File: config.mk
export PLATFORM = sky130hd
export DESIGN_NAME = blake2_g_inv_flat
export DESIGN_NICKNAME = d
export VERILOG_FILES = /design/src/rtl/blake2_pkg.sv /design/src/rtl/blake2_g_inv_if.sv /design/src/rtl/blake2_rotl.sv /design/src/rtl/blake2_g_inv.sv /design/src/flat_wrapper.sv
export SDC_FILE = /design/constraint.sdc
export NUM_CORES = 1
export LEC_CHECK = 0
export CORE_AREA = 2 2 166 168
export CTS_CLUSTER_DIAMETER = 30
export CTS_CLUSTER_SIZE = 24
export DETAILED_ROUTE_END_ITERATION = 6
export DIE_AREA = 0 0 168 170
export PLACE_DENSITY_LB_ADDON = 0.25
export REMOVE_ABC_BUFFERS = 1
export SLEW_MARGIN = 5
export SYNTH_ARGS = -nofsm -noshare
export SYNTH_HDL_FRONTEND = slang
export SYNTH_SLANG_ARGS = --single-unit
File: constraint.sdc
create_clock -name clk -period 15.4 [get_ports clk]
set_input_delay 3.08 -clock clk [delete_from_list [all_inputs] [get_ports clk]]
set_output_delay 3.08 -clock clk [all_outputs]
set_load 0.01 [all_outputs]
File: src/rtl/blake2_pkg.sv
`default_nettype none
// ============================================================================
//  Module      : blake2_pkg
//  Description : Shared types and constants for the BLAKE2 G / inverse-G
//                iterative cores: FSM state encoding, step index type and the
//                G rotation amounts for BLAKE2s and BLAKE2b.
//  Revision    : 1.0  initial release
// ============================================================================
package blake2_pkg;

    typedef enum logic [1:0] {
        IDLE = 2'd0,
        RUN  = 2'd1,
        DONE = 2'd2
    } state_t;

    typedef logic [2:0] step_t;

    localparam step_t LAST_STEP = 3'd7;

    // BLAKE2s (W=32) rotation amounts
    localparam int BLAKE2S_R1 = 16;
    localparam int BLAKE2S_R2 = 12;
    localparam int BLAKE2S_R3 = 8;
    localparam int BLAKE2S_R4 = 7;

    // BLAKE2b (W=64) rotation amounts
    localparam int BLAKE2B_R1 = 32;
    localparam int BLAKE2B_R2 = 24;
    localparam int BLAKE2B_R3 = 16;
    localparam int BLAKE2B_R4 = 63;

endpackage
`default_nettype wire

File: src/rtl/blake2_g_inv_if.sv
`default_nettype none
// ============================================================================
//  Module      : blake2_g_inv_if
//  Description : Job interface of the iterative G / inverse-G block: an input
//                valid/ready handshake carrying a,b,c,d,x,y and an output
//                valid/ready handshake carrying the four result words.
//                Signal directions are named from the block's point of view.
//                Optional macro: BLAKE2_G_INV_FWD_EN adds the fwd_i select.
//  Revision    : 1.0  initial release
// ============================================================================
interface blake2_g_inv_if #(
    parameter int W = 32
);
    logic         valid_i;
    logic         ready_o;
    logic [W-1:0] a_i;
    logic [W-1:0] b_i;
    logic [W-1:0] c_i;
    logic [W-1:0] d_i;
    logic [W-1:0] x_i;
    logic [W-1:0] y_i;
`ifdef BLAKE2_G_INV_FWD_EN
    logic         fwd_i;
`endif
    logic         valid_o;
    logic         ready_i;
    logic [W-1:0] a_o;
    logic [W-1:0] b_o;
    logic [W-1:0] c_o;
    logic [W-1:0] d_o;

`ifdef BLAKE2_G_INV_FWD_EN
    modport slave (
        input  valid_i, a_i, b_i, c_i, d_i, x_i, y_i, fwd_i, ready_i,
        output ready_o, valid_o, a_o, b_o, c_o, d_o
    );
    modport master (
        output valid_i, a_i, b_i, c_i, d_i, x_i, y_i, fwd_i, ready_i,
        input  ready_o, valid_o, a_o, b_o, c_o, d_o
    );
`else
    modport slave (
        input  valid_i, a_i, b_i, c_i, d_i, x_i, y_i, ready_i,
        output ready_o, valid_o, a_o, b_o, c_o, d_o
    );
    modport master (
        output valid_i, a_i, b_i, c_i, d_i, x_i, y_i, ready_i,
        input  ready_o, valid_o, a_o, b_o, c_o, d_o
    );
`endif

endinterface
`default_nettype wire

File: src/rtl/blake2_rotl.sv
`default_nettype none
// ============================================================================
//  Module      : blake2_rotl
//  Description : Constant left rotate of a W-bit word by ROT_I bits (pure
//                wiring). A rotation that is a multiple of W is a pass-through.
//  Revision    : 1.0  initial release
// ============================================================================
module blake2_rotl #(
    parameter int ROT_I = 7,
    parameter int W     = 32
) (
    input  wire logic [W-1:0] data_i,
    output logic      [W-1:0] data_o
);

    localparam int ROT_N = ROT_I % W;

    generate
        if (ROT_N == 0) begin : g_pass
            assign data_o = data_i;
        end else begin : g_rot
            assign data_o = {data_i[W-ROT_N-1:0], data_i[W-1:W-ROT_N]};
        end
    endgenerate

endmodule
`default_nettype wire

File: src/rtl/blake2_g_inv.sv
`default_nettype none
// ============================================================================
//  Module      : blake2_g_inv
//  Description : Iterative inverse of the BLAKE2 G mixing function. Recovers
//                G's four input words from its four output words and the
//                message words x,y, one reverse step per clock (8 steps).
//                Optional macro: BLAKE2_G_INV_FWD_EN adds fwd_i, which runs
//                forward G on the same datapath with identical latency.
//  Revision    : 1.0  initial release
// ============================================================================
module blake2_g_inv
    import blake2_pkg::*;
#(
    parameter int W  = 32,
    parameter int R1 = BLAKE2S_R1,
    parameter int R2 = BLAKE2S_R2,
    parameter int R3 = BLAKE2S_R3,
    parameter int R4 = BLAKE2S_R4
) (
    input  wire logic      clk,
    input  wire logic      rst,
    blake2_g_inv_if.slave  bus
);

    state_t       state_q;
    step_t        step_q;
    logic         last_q;     // all eight steps executed; next RUN cycle enters DONE
    logic         ready_q;
    logic         valid_q;
    logic [W-1:0] a_q, b_q, c_q, d_q;
    logic [W-1:0] x_q, y_q;
    logic [W-1:0] a_d, b_d, c_d, d_d;
    logic [W-1:0] inv_a, inv_b, inv_c, inv_d;

    // Rotated operands for the inverse steps, one rotator per amount
    logic [W-1:0] rot_b_r4, rot_d_r3, rot_b_r2, rot_d_r1;

    blake2_rotl #(.ROT_I(R4), .W(W)) u_rotl_r4 (.data_i(b_q), .data_o(rot_b_r4));
    blake2_rotl #(.ROT_I(R3), .W(W)) u_rotl_r3 (.data_i(d_q), .data_o(rot_d_r3));
    blake2_rotl #(.ROT_I(R2), .W(W)) u_rotl_r2 (.data_i(b_q), .data_o(rot_b_r2));
    blake2_rotl #(.ROT_I(R1), .W(W)) u_rotl_r1 (.data_i(d_q), .data_o(rot_d_r1));

    // Reverse G: each step rewrites exactly one working word
    always_comb begin
        inv_a = a_q;
        inv_b = b_q;
        inv_c = c_q;
        inv_d = d_q;
        case (step_q)
            3'd0: inv_b = rot_b_r4 ^ c_q;
            3'd1: inv_c = c_q - d_q;
            3'd2: inv_d = rot_d_r3 ^ a_q;
            3'd3: inv_a = a_q - b_q - y_q;
            3'd4: inv_b = rot_b_r2 ^ c_q;
            3'd5: inv_c = c_q - d_q;
            3'd6: inv_d = rot_d_r1 ^ a_q;
            3'd7: inv_a = a_q - b_q - x_q;
        endcase
    end

`ifdef BLAKE2_G_INV_FWD_EN
    logic         fwd_q;
    logic [W-1:0] fwd_a, fwd_b, fwd_c, fwd_d;
    logic [W-1:0] da_x, bc_x;
    logic [W-1:0] rotr_da_r1, rotr_bc_r2, rotr_da_r3, rotr_bc_r4;

    assign da_x = d_q ^ a_q;
    assign bc_x = b_q ^ c_q;

    // Right rotate by R is a left rotate by W-R
    blake2_rotl #(.ROT_I(W-R1), .W(W)) u_rotr_r1 (.data_i(da_x), .data_o(rotr_da_r1));
    blake2_rotl #(.ROT_I(W-R2), .W(W)) u_rotr_r2 (.data_i(bc_x), .data_o(rotr_bc_r2));
    blake2_rotl #(.ROT_I(W-R3), .W(W)) u_rotr_r3 (.data_i(da_x), .data_o(rotr_da_r3));
    blake2_rotl #(.ROT_I(W-R4), .W(W)) u_rotr_r4 (.data_i(bc_x), .data_o(rotr_bc_r4));

    // Forward G on the same working registers
    always_comb begin
        fwd_a = a_q;
        fwd_b = b_q;
        fwd_c = c_q;
        fwd_d = d_q;
        case (step_q)
            3'd0: fwd_a = a_q + b_q + x_q;
            3'd1: fwd_d = rotr_da_r1;
            3'd2: fwd_c = c_q + d_q;
            3'd3: fwd_b = rotr_bc_r2;
            3'd4: fwd_a = a_q + b_q + y_q;
            3'd5: fwd_d = rotr_da_r3;
            3'd6: fwd_c = c_q + d_q;
            3'd7: fwd_b = rotr_bc_r4;
        endcase
    end

    assign a_d = fwd_q ? fwd_a : inv_a;
    assign b_d = fwd_q ? fwd_b : inv_b;
    assign c_d = fwd_q ? fwd_c : inv_c;
    assign d_d = fwd_q ? fwd_d : inv_d;
`else
    assign a_d = inv_a;
    assign b_d = inv_b;
    assign c_d = inv_c;
    assign d_d = inv_d;
`endif

    // Control FSM with registered handshake outputs and working registers
    always_ff @(posedge clk or posedge rst) begin
        if (rst) begin
            state_q <= IDLE;
            step_q  <= '0;
            last_q  <= 1'b0;
            ready_q <= 1'b0;
            valid_q <= 1'b0;
            a_q     <= '0;
            b_q     <= '0;
            c_q     <= '0;
            d_q     <= '0;
            x_q     <= '0;
            y_q     <= '0;
`ifdef BLAKE2_G_INV_FWD_EN
            fwd_q   <= 1'b0;
`endif
        end else begin
            case (state_q)
                IDLE: begin
                    ready_q <= 1'b1;
                    if (bus.valid_i && ready_q) begin
                        a_q     <= bus.a_i;
                        b_q     <= bus.b_i;
                        c_q     <= bus.c_i;
                        d_q     <= bus.d_i;
                        x_q     <= bus.x_i;
                        y_q     <= bus.y_i;
`ifdef BLAKE2_G_INV_FWD_EN
                        fwd_q   <= bus.fwd_i;
`endif
                        step_q  <= '0;
                        last_q  <= 1'b0;
                        ready_q <= 1'b0;
                        state_q <= RUN;
                    end
                end
                RUN: begin
                    if (last_q) begin
                        valid_q <= 1'b1;
                        state_q <= DONE;
                    end else begin
                        a_q    <= a_d;
                        b_q    <= b_d;
                        c_q    <= c_d;
                        d_q    <= d_d;
                        step_q <= step_q + 3'd1;
                        if (step_q == LAST_STEP) begin
                            last_q <= 1'b1;
                        end
                    end
                end
                DONE: begin
                    if (bus.ready_i) begin
                        valid_q <= 1'b0;
                        ready_q <= 1'b1;
                        state_q <= IDLE;
                    end
                end
                default: begin
                    state_q <= IDLE;
                end
            endcase
        end
    end

    assign bus.ready_o = ready_q;
    assign bus.valid_o = valid_q;
    assign bus.a_o     = a_q;
    assign bus.b_o     = b_q;
    assign bus.c_o     = c_q;
    assign bus.d_o     = d_q;

endmodule
`default_nettype wire
File: src/flat_wrapper.sv
// flat-port wrapper written by rule: the top's interface ports become plain ports
module blake2_g_inv_flat import blake2_pkg::*;
#(
    parameter int W  = 32,
    parameter int R1 = BLAKE2S_R1,
    parameter int R2 = BLAKE2S_R2,
    parameter int R3 = BLAKE2S_R3,
    parameter int R4 = BLAKE2S_R4
)
  (clk, rst, bus_valid_i, bus_a_i, bus_b_i, bus_c_i, bus_d_i, bus_x_i, bus_y_i, bus_ready_i, bus_ready_o, bus_valid_o, bus_a_o, bus_b_o, bus_c_o, bus_d_o);
  blake2_g_inv_if #(.W(W)) bus_i ();
  input  wire logic clk;
  input  wire logic rst;
  input wire logic [$bits(bus_i.valid_i)-1:0] bus_valid_i;
  input wire logic [$bits(bus_i.a_i)-1:0] bus_a_i;
  input wire logic [$bits(bus_i.b_i)-1:0] bus_b_i;
  input wire logic [$bits(bus_i.c_i)-1:0] bus_c_i;
  input wire logic [$bits(bus_i.d_i)-1:0] bus_d_i;
  input wire logic [$bits(bus_i.x_i)-1:0] bus_x_i;
  input wire logic [$bits(bus_i.y_i)-1:0] bus_y_i;
  input wire logic [$bits(bus_i.ready_i)-1:0] bus_ready_i;
  output wire logic [$bits(bus_i.ready_o)-1:0] bus_ready_o;
  output wire logic [$bits(bus_i.valid_o)-1:0] bus_valid_o;
  output wire logic [$bits(bus_i.a_o)-1:0] bus_a_o;
  output wire logic [$bits(bus_i.b_o)-1:0] bus_b_o;
  output wire logic [$bits(bus_i.c_o)-1:0] bus_c_o;
  output wire logic [$bits(bus_i.d_o)-1:0] bus_d_o;
  assign bus_i.valid_i = bus_valid_i;
  assign bus_i.a_i = bus_a_i;
  assign bus_i.b_i = bus_b_i;
  assign bus_i.c_i = bus_c_i;
  assign bus_i.d_i = bus_d_i;
  assign bus_i.x_i = bus_x_i;
  assign bus_i.y_i = bus_y_i;
  assign bus_i.ready_i = bus_ready_i;
  assign bus_ready_o = bus_i.ready_o;
  assign bus_valid_o = bus_i.valid_o;
  assign bus_a_o = bus_i.a_o;
  assign bus_b_o = bus_i.b_o;
  assign bus_c_o = bus_i.c_o;
  assign bus_d_o = bus_i.d_o;
  blake2_g_inv #(.W(W), .R1(R1), .R2(R2), .R3(R3), .R4(R4)) u_core (.clk(clk), .rst(rst), .bus(bus_i));
endmodule
==> metrics.txt <==
max cap viols=0; Setup Crit Path Kind=flip-flop to flip-flop; highest metal layer used by the detailed router=met4; detail-routed net length per standard cell=21.4 um; pin count of the biggest net entering global routing=95; peak fanout along the critical path=5; WHS Path Cells=1; port buffer count=325; Routed met2 length=24000 um; category of the worst setup path capture point=flip-flop; antenna-violating nets left=0; sum of negative setup slack=0 ns; drt pass-1 iters=6; summed instance area of the synthesized netlist=14700 um2; area enclosed by the die boundary=28600 um2; post-cts gate resize count=0; maximum root-to-sink buffer count=2; synthesis-stage register bit count=200; Synth cell types=67; global placement routability congestion=0.939; fraction of registers with async set/reset=1.00; DIE WIDTH=168 um; initial antenna violation count=2; f_max=181 MHz; Max H-tree Level=4; average cell area after synthesis=8.34 um2; first-iteration detailed-routing DRC count=1229; met3 wire length=3720 um; Starting Density=0.553; min-delay worst type=flip-flop to flip-flop; count of clock tree sinks=200; global-route wire length before repair=78100 um; Post-synth EDFFs=0; clock edge transition at the registers on the reported setup and hold paths=0.08 ns; run status=finished, final reports clean; core area=26700 um2; dominant cell type by area after synthesis=dfrtp_1; Worst Setup Start Kind=flip-flop; area added between synthesis and finish=27.9%; post-synthesis instance total=1767; chip height=170 um; total via count in the routed design=14334; sum of routed wire length over all layers=51400 um; via density per instance=5.97; min cycle time layout=5.52 ns; count leader, synth=nand2_1; count of standard-cell rows=60; RSZ-0062 raised after global routing=false; CTS tree=yes; worst clock skew on the final layout=0.0148 ns; endpoint arrival time on the critical path=5.86 ns; count of hold buffers inserted by post-cts repair=0; largest cells by area after synthesis=dfrtp_1 (34%), ha_1 (8.4%), o21ai_0 (8.4%), nand2_1 (7.0%), xnor2_1 (6.1%); detailed-placement wirelength estimate=40000 um; layout cell share with drive strength beyond 1=0.0661; Worst slew margin=0.201; gr usage total=0.359; Root Buffer Master=clkbuf_16; clock latency of the later-clocked register in the worst-skew pair=0.45 ns; sum of overflow across all layers after global routing=0; proportion of netlist area held by the largest area contributor=0.340; fill cell count=2178; total CTS buffers=17; number of top-level pins=326; transition at the pin with the smallest max-transition slack=1.20 ns; part of the Yosys area used for sequential elements=0.340; period utilisation layout=0.358; ranking of synthesized cells by instance count=nand2_1 (274), o21ai_0 (247), dfrtp_1 (200), a21oi_1 (130), nor2_1 (111); number of post-CTS setup repair buffers=0; Pins Over Slew Limit=0; synthesis warning total=0; wire length the detailed router placed on met1=21600 um; vias in the first global route=13665; number of setup violations in the final report=0; top flip-flop cell by instance count after synthesis=dfrtp_1; DRC violations left=0; worst reg2reg path depth=20; final layout net count=2344; final number of hold-violating endpoints=0; required time of the critical path=15.74 ns
-- flip-flops by register name (all words and copies together) (netlist names), 2 cells and up --
| signal | flops |
|---|---|
| u_core.bus.a_o | 32 |
| u_core.bus.b_o | 32 |
| u_core.bus.c_o | 32 |
| u_core.bus.d_o | 32 |
| u_core.state_q | 2 |
| u_core.step_q | 3 |
| u_core.x_q | 32 |
| u_core.y_q | 32 |
-- metal layers --
layer | vias to the layer above | global-route usage
met3 | 106 | 0.0700
met1 | 6878 | 0.467
met5 | - | 0
met2 | 613 | 0.587
li1 | 6737 | -
met4 | 0 | 0.149
-- final cells by class --
type	instances	area, um2	area share
Antenna cell	2	5.00	0.000265
Clock buffer	19	443	0.0235
Clock inverter	13	135	0.00717
Inverter	95	364	0.0193
Multi-Input combinational cell	1393	9120	0.484
Sequential cell	200	5000	0.265
Tap cell	341	427	0.0226
Timing Repair Buffer	339	3360	0.178
-- layout by cell type, fill, tap and decap left out, types with 34 or more instances in the layout --
master / netlist / routed
mux2i_1: 47 / 47
nand2_1: 274 / 274
mux2_2: 67 / 67
xor2_1: 34 / 34
clkdlybuf4s50_1: 0 / 325
dfrtp_1: 200 / 200
a21o_1: 43 / 43
nor2_1: 111 / 107
xnor2_1: 103 / 103
a21oi_1: 130 / 130
inv_1: 95 / 94
ha_1: 99 / 98
o21ai_0: 247 / 247
-- logic make-up after synthesis --
kind of cell             after synthesis  synth area share
AO/OA/AOI/OAI                        552             0.223
XOR/XNOR                             137            0.0814
adder cells (fa/ha/maj)              102            0.0881
buffers and inverters                174            0.0443
flip-flops                           200             0.340
multiplexers                         115            0.0839
AND/OR/NAND/NOR                      487             0.139
-- final timing paths --
kind                                        start            endpoint  slack (ns)
max in group asynchronous                     rst   u_core.bus.d_o[5]       10.27
worst max register to register  u_core.bus.a_o[6]  u_core.bus.a_o[27]        9.88
worst min-delay path               u_core.y_q[24]      u_core.y_q[24]        0.51
min in group asynchronous                     rst       u_core.x_q[6]        3.08
worst min register to register     u_core.y_q[24]      u_core.y_q[24]        0.51
worst max-delay path            u_core.bus.a_o[6]  u_core.bus.a_o[27]        9.88
-- worst max-delay path, stage by stage (launching register included) --
cell       delay (ns)
dfrtp_1          0.51
ha_1             0.39
a21o_1           0.21
a2111oi_0        0.49
o21ai_0          0.18
o21ai_0          0.24
o211ai_1         0.28
a21o_1           0.21
a21oi_1          0.16
xnor2_1          0.16
ha_1             0.33
a21oi_1          0.20
nor2_1           0.06
o21a_1           0.18
o41ai_1          0.51
nand3b_1         0.19
a21oi_1          0.06
a311o_1          0.40
a21oi_1          0.22
nor3_1           0.06
o32a_1           0.37
-- through the flow --
| step | utilization | setup WS, ns | instances | cell area (um2) | hold slack (ns) |
|---|---|---|---|---|---|
| floorplan | - | 4.42 | 1688 | 14400 | 0.475 |
| global placement | 0.686 | 9.71 | 2368 | 18300 | 0.489 |
| detailed placement | 0.686 | 9.67 | 2368 | 18300 | 0.495 |
| CTS | 0.707 | 9.98 | 2400 | 18900 | 0.513 |
| global route | 0.707 | 9.59 | 2401 | 18900 | 0.526 |
| finish | 0.708 | 9.88 | 2402 | 18900 | 0.509 |
Power is left out: the tool's default activity adds up to more than one toggle a clock period on the data nets, which glitch-free logic cannot reach.
